**config.mk**
```make
export PLATFORM = sky130hd
export DESIGN_NAME = ctrl_pipe_stallable
export DESIGN_NICKNAME = d
export VERILOG_FILES = /design/src/rtl/ctrl_pipe_stallable_pkg.sv /design/src/rtl/ctrl_pipe_stallable_cond_eval.sv /design/src/rtl/ctrl_pipe_stallable.sv
export SDC_FILE = /design/constraint.sdc
export NUM_CORES = 1
export LEC_CHECK = 0
export CORE_MARGIN = 2
export CORE_UTILIZATION = 45
export CTS_CLUSTER_DIAMETER = 120
export DETAILED_ROUTE_END_ITERATION = 7
export PLACE_DENSITY = 0.79
export SYNTH_ARGS = -nofsm -noshare
export SYNTH_HDL_FRONTEND = slang
export SYNTH_SLANG_ARGS = --single-unit
```
**constraint.sdc**
```tcl
create_clock -name clk -period 2.5 [get_ports clk]
set_clock_uncertainty 0.05 [all_clocks]
set_input_delay 0.625 -clock clk [delete_from_list [all_inputs] [get_ports clk]]
set_output_delay 0.625 -clock clk [all_outputs]
set_load 0.02 [all_outputs]
```
**src/rtl/ctrl_pipe_stallable_pkg.sv**
```systemverilog
// Shared constants for the stallable control pipeline: ARM condition codes,
// NZCV bit positions and the widths/field positions of each stage bundle.
package ctrl_pipe_stallable_pkg;

    localparam logic [3:0] COND_EQ = 4'h0;
    localparam logic [3:0] COND_NE = 4'h1;
    localparam logic [3:0] COND_CS = 4'h2;
    localparam logic [3:0] COND_CC = 4'h3;
    localparam logic [3:0] COND_MI = 4'h4;
    localparam logic [3:0] COND_PL = 4'h5;
    localparam logic [3:0] COND_VS = 4'h6;
    localparam logic [3:0] COND_VC = 4'h7;
    localparam logic [3:0] COND_HI = 4'h8;
    localparam logic [3:0] COND_LS = 4'h9;
    localparam logic [3:0] COND_GE = 4'hA;
    localparam logic [3:0] COND_LT = 4'hB;
    localparam logic [3:0] COND_GT = 4'hC;
    localparam logic [3:0] COND_LE = 4'hD;
    localparam logic [3:0] COND_AL = 4'hE;

    localparam int FLAG_N = 3;
    localparam int FLAG_Z = 2;
    localparam int FLAG_C = 1;
    localparam int FLAG_V = 0;

    // D->E bundle: 14 control bits, the ALU field, then a 4-bit tag (valid in bit 0).
    localparam int DE_CTRL_W = 14;
    localparam int DE_TAG_W  = 4;

    localparam int M_W = 4;
    localparam int M_REGWRITE = 3;
    localparam int M_MEMWRITE = 2;
    localparam int M_MEMTOREG = 1;
    localparam int M_PCSRC    = 0;

    localparam int W_W = 3;
    localparam int W_REGWRITE = 2;
    localparam int W_MEMTOREG = 1;
    localparam int W_PCSRC    = 0;

    function automatic int deWidth(input int aluCtrlW);
        return DE_CTRL_W + aluCtrlW + DE_TAG_W;
    endfunction

endpackage

```
**src/rtl/ctrl_pipe_stallable_cond_eval.sv**
```systemverilog
// ARM condition evaluator: decides whether the E-stage instruction executes
// given its condition field and the current NZCV flags.
module cond_eval
    import ctrl_pipe_stallable_pkg::*;
(
    input  logic [3:0] CondE,
    input  logic [3:0] Flags,
    output logic       CondEx
);

    logic n, z, c, v;

    assign n = Flags[FLAG_N];
    assign z = Flags[FLAG_Z];
    assign c = Flags[FLAG_C];
    assign v = Flags[FLAG_V];

    always_comb begin
        CondEx = 1'b1;
        case (CondE)
            COND_EQ: CondEx = z;
            COND_NE: CondEx = ~z;
            COND_CS: CondEx = c;
            COND_CC: CondEx = ~c;
            COND_MI: CondEx = n;
            COND_PL: CondEx = ~n;
            COND_VS: CondEx = v;
            COND_VC: CondEx = ~v;
            COND_HI: CondEx = c & ~z;
            COND_LS: CondEx = ~c | z;
            COND_GE: CondEx = (n == v);
            COND_LT: CondEx = (n != v);
            COND_GT: CondEx = ~z & (n == v);
            COND_LE: CondEx = z | (n != v);
            default: CondEx = 1'b1;
        endcase
    end

endmodule

```
**src/rtl/ctrl_pipe_stallable.sv**
```systemverilog
// Control-signal pipeline D -> E -> M1..Mn -> W with per-stage stall/flush,
// an NZCV flag register updated from E, and a pending-PC-write indicator.
module ctrl_pipe_stallable
    import ctrl_pipe_stallable_pkg::*;
#(
    parameter int ALUCTRL_W  = 5,
    parameter int MEM_STAGES = 1
) (
    input  logic                 clk,
    input  logic                 reset,
    input  logic                 PCSrcD,
    input  logic                 RegWriteD,
    input  logic                 MemtoRegD,
    input  logic                 MemWriteD,
    input  logic                 BranchD,
    input  logic                 ALUSrcD,
    input  logic                 NoWriteD,
    input  logic                 IgRnD,
    input  logic [ALUCTRL_W-1:0] ALUControlD,
    input  logic [1:0]           FlagWriteD,
    input  logic [3:0]           CondD,
    input  logic [3:0]           ALUFlags,
    input  logic                 StallE,
    input  logic                 FlushE,
    input  logic                 StallM,
    input  logic                 FlushM,
    output logic [ALUCTRL_W-1:0] ALUControlE,
    output logic                 ALUSrcE,
    output logic                 IgRnE,
    output logic                 MemtoRegE,
    output logic                 BranchTakenE,
    output logic                 PCSrcE,
    output logic                 CondExE,
    output logic                 RegWriteM,
    output logic                 MemWriteM,
    output logic                 MemtoRegM,
    output logic                 PCSrcM,
    output logic                 RegWriteW,
    output logic                 MemtoRegW,
    output logic                 PCSrcW,
    output logic [3:0]           Flags,
    output logic                 PCWrPending
);

    localparam int DE_W = deWidth(ALUCTRL_W);

    logic stallEEff;
    assign stallEEff = StallE | StallM;

    logic [DE_W-1:0] deStage_d, deStage_q;

    // The valid tag distinguishes a real instruction from a flush/reset bubble.
    assign deStage_d = {PCSrcD, RegWriteD, MemtoRegD, MemWriteD, BranchD, ALUSrcD,
                        NoWriteD, IgRnD, FlagWriteD, CondD, ALUControlD, 3'b000, 1'b1};

    always_ff @(posedge clk or negedge reset) begin
        if (!reset)
            deStage_q <= '0;
        else if (FlushE)
            deStage_q <= '0;
        else if (!stallEEff)
            deStage_q <= deStage_d;
    end

    logic                 ePcSrc, eRegWrite, eMemtoReg, eMemWrite, eBranch;
    logic                 eAluSrc, eNoWrite, eIgRn, eValid;
    logic [1:0]           eFlagWrite;
    logic [3:0]           eCond;
    logic [ALUCTRL_W-1:0] eAluControl;
    logic [2:0]           unusedSpareE;

    assign {ePcSrc, eRegWrite, eMemtoReg, eMemWrite, eBranch, eAluSrc, eNoWrite, eIgRn,
            eFlagWrite, eCond, eAluControl, unusedSpareE, eValid} = deStage_q;

    logic [3:0] flags_q;
    logic       condPass, condExE;

    cond_eval uCondEval (
        .CondE  (eCond),
        .Flags  (flags_q),
        .CondEx (condPass)
    );

    assign condExE = condPass & eValid;

    logic [M_W-1:0] mEntry;
    assign mEntry = {eRegWrite & condExE & ~eNoWrite, eMemWrite & condExE,
                     eMemtoReg, ePcSrc & condExE};

    logic [M_W-1:0]        mStageOut [MEM_STAGES];
    logic [MEM_STAGES-1:0] mPcSrc;

    for (genvar i = 0; i < MEM_STAGES; i++) begin : gMem
        logic [M_W-1:0] stage_d, stage_q;

        if (i == 0) begin : gFirst
            assign stage_d = (FlushM | stallEEff) ? '0 : mEntry;
        end else begin : gRest
            assign stage_d = mStageOut[i-1];
        end

        always_ff @(posedge clk or negedge reset) begin
            if (!reset)
                stage_q <= '0;
            else if (!StallM)
                stage_q <= stage_d;
        end

        assign mStageOut[i] = stage_q;
        assign mPcSrc[i]    = stage_q[M_PCSRC];
    end

    logic [M_W-1:0] mLast;
    assign mLast = mStageOut[MEM_STAGES-1];

    logic [W_W-1:0] wStage_d, wStage_q;
    assign wStage_d = StallM ? '0 : {mLast[M_REGWRITE], mLast[M_MEMTOREG], mLast[M_PCSRC]};

    always_ff @(posedge clk or negedge reset) begin
        if (!reset)
            wStage_q <= '0;
        else
            wStage_q <= wStage_d;
    end

    // Flags change only on the edge where the E instruction actually leaves E.
    always_ff @(posedge clk or negedge reset) begin
        if (!reset) begin
            flags_q <= '0;
        end else if (!stallEEff && !FlushE && condExE) begin
            if (eFlagWrite[1])
                flags_q[FLAG_N:FLAG_Z] <= ALUFlags[FLAG_N:FLAG_Z];
            if (eFlagWrite[0])
                flags_q[FLAG_C:FLAG_V] <= ALUFlags[FLAG_C:FLAG_V];
        end
    end

    assign ALUControlE  = eAluControl;
    assign ALUSrcE      = eAluSrc;
    assign IgRnE        = eIgRn;
    assign MemtoRegE    = eMemtoReg;
    assign BranchTakenE = eBranch & condExE;
    assign PCSrcE       = ePcSrc & condExE;
    assign CondExE      = condExE;

    assign RegWriteM = mLast[M_REGWRITE];
    assign MemWriteM = mLast[M_MEMWRITE];
    assign MemtoRegM = mLast[M_MEMTOREG];
    assign PCSrcM    = mLast[M_PCSRC];

    assign RegWriteW = wStage_q[W_REGWRITE];
    assign MemtoRegW = wStage_q[W_MEMTOREG];
    assign PCSrcW    = wStage_q[W_PCSRC];

    assign Flags = flags_q;

    // Held low during reset so every output reads zero while reset is asserted.
    assign PCWrPending = reset & (PCSrcD | ePcSrc | (|mPcSrc));

endmodule

```
==> results.ini <==
[placement]
place_ws_ps = -145.9
post_dp_cell_area_um2 = 2163
port_buffers = 51
place_congestion = 0.8121
dpl.hpwl_um = 2793

[sta]
finalWorstSetupSlack_ps = -0.07760
setup_violations = 1
drv_slew = 0
final-hold-violation-count = 0
period_share_pct = 100.0
fin_hold_ws_ps = 453.8
min_period_ps = 2500
worstMarginPinSlew_ps = 395.5
fmax_ghz = 0.4000
slew_headroom_pct = 73.63
rsz0062_at_grt = yes

[synth]
avgSynthCellArea_um2 = 9.562
yosys.area_share.xor_xnor_pct = 1.050
async_flop_share_pct = 100.0
synth_edf_count = 0
synth_compound_gate_area_share_pct = 13.65
yosys_warnings = 0
synth_cells = 162
synth_cell_types = 32
synth_flop_cell = dfrtp_1
synth_mux_area_share_pct = 5.089
yosys.area.top_type_share_pct = 50.08
syn_nets = 191
ys_top_cells_by_area = dfrtp_1 50%, nand2_1 10%, a21oi_1 6.5%
synth-seq-cells = 31
syn-cell-area_um2 = 1549
synthSimpleGateAreaFrac_pct = 24.15
yosysSeqAreaShare_pct = 50.08
synth_top_family_by_area = simple AND/OR/NAND/NOR gates
synth_largest_area_cell = dfrtp_1
synth-adder-area-share_pct = 0

[global_route]
grt_usage_pct = 19.94
overflow = 0
antenna_found_initial = 0
grt_max_degree = 32
grt_first_pass_wirelength_um = 6175
grt_pass1_vias = 1402

[floorplanning]
die_area_um2 = 3928
die_x_um = 62.67
initial_core_util_pct = 46.79
core_area_um2 = 3311
rows = 21
die_y_um = 62.67
ioPinCount = 52

[final_layout]
layout_common_cells = 47 x clkdlybuf4s50_1, 43 x nand2_1, 30 x dfrtp_1
area_growth_pct = 46.93
drive_gt1_share_pct = 20.35
diodes = 0
final_cell_area_um2 = 2276
nFillCells = 267
fin_nets = 254
final_common_cell = clkdlybuf4s50_1

[critical_path]
critPathArrivalTime_ps = 1830
r2r_cells = 7
end_kind = primary output
worst-endpoint-required_ps = 1820
crit_type = reg2out
critPathLaunchType = flop
cp_max_fo = 5

[routing]
drt_iter0_drc = 59
viasPerCell = 5.063
ant_nets = 0
detail_route.wl_per_cell_um = 13.52
drc_errors = 0
via_count = 1377
drt_pass1_iterations = 4
wirelength_um = 3678

[hold_path]
hold_path_depth = 2
hp-class = reg2reg

[clocking]
cts_tree = done
clkTransAtPathRegs_ps = 90
cts_hold_buffers = 0
numCtsBuffers = 5
clk_latency_ps = 330
root_buffer = clkbuf_4
cts_buffer_depth = 2
cts_sinks = 31
cts_max_level = 2

[run]
drv_cap = 0

[power_and_ir_drop]
cellLeakagePower_nw = 0.9498
power_density_nw_per_um2 = 456.7
ir_worst_vdd_uv = 346.6

[run_status]
status = finished, violations left
violations = setup timing

==> layout make-up <==
type	count	area [um2]	share of cell area, %
Tap cell	46	57.56	2.529
Sequential cell	31	777.0	34.14
Multi-Input combinational cell	114	719.4	31.61
Clock buffer	8	68.82	3.024
Timing Repair Buffer	70	641.9	28.20
Inverter	3	11.26	0.4948
==> critical path: stages, from the launching register on <==
cell and delay, ps:
dfrtp_2 450, mux2i_1 140, a22o_1 240, nor3_2 250, a21oi_4 70, nor3b_2 170
buf_4 160
==> Yosys cell counts, drive strengths merged (3+ instances only) <==
cell     n
nand2   43
dfrtp   31
a21oi   23
buf      8
clkbuf   6
nand2b   5
nor2     5
nor2b    5
mux2     4
nor3     4
nor3b    4
inv      3
mux2i    3
o41ai    3
==> per-stage QoR <==
step | setup TNS, ps | power [mW] | util, % | instances
4_1_cts | -40.39 | 1.054 | 68.75 | 272
2_1_floorplan | 0 | 0.6170 | - | 162
6_report | -0.07760 | 1.040 | 68.75 | 272
3_3_place_gp | -237.7 | 0.7084 | 65.34 | 262
5_1_grt | -203.7 | 1.095 | 68.75 | 272
3_5_place_dp | -408.6 | 0.7152 | 65.34 | 262
==> cells by family after synthesis <==
family                    Yosys count
DFF                                31
xor gates and xnor gates            1
AOI/OAI and AO/OA                  31
and+or+nand+nor                    75
muxes                               7
buffers and inverters              17
==> state kept, by name, summed over array words and instances, names as in the netlist <==
register,cells
Flags,4
gMem.stage_q,4
wStage_q,3
deStage_q,20
==> report_power, final <==
group | internal, mW | switching [mW]
Sequential | 0.517 | 0.0144
Clock | 0.165 | 0.163
Combinational | 0.0947 | 0.0849
==> layer usage <==
layer / vias to the layer above / routed length [um] / part of all wire (%) / track usage [%]
met4: 0 / 57 / 1.5 / 8.333
met5: - / 0 / 0 / 0
met1: 666 / 1523 / 41 / 23.49
li1: 671 / - / - / -
met3: 5 / 170 / 4.6 / 3.964
met2: 35 / 1927 / 52 / 35.35
==> final timing paths <==
| check | slack (ps) | startpoint | endpoint |
|---|---|---|---|
| max | -0.08 | deStage_q[11] | BranchTakenE |
| min reg2reg | 450 | gMem[0].stage_q[2] | gMem[0].stage_q[2] |
| max reg2reg | 510 | Flags[0] | Flags[1] |
| min | 450 | gMem[0].stage_q[2] | gMem[0].stage_q[2] |
| max in group asynchronous | 1410 | reset | deStage_q[11] |
| min in group asynchronous | 690 | reset | deStage_q[0] |
==> repair_timing <==
item / CTS / global route
buffers inserted: 2 / 0
pin swaps: 6 / 1
gates resized for setup: 24 / 0
setup endpoints to repair: 4 / 3
Power figures use the tool's default switching activity.
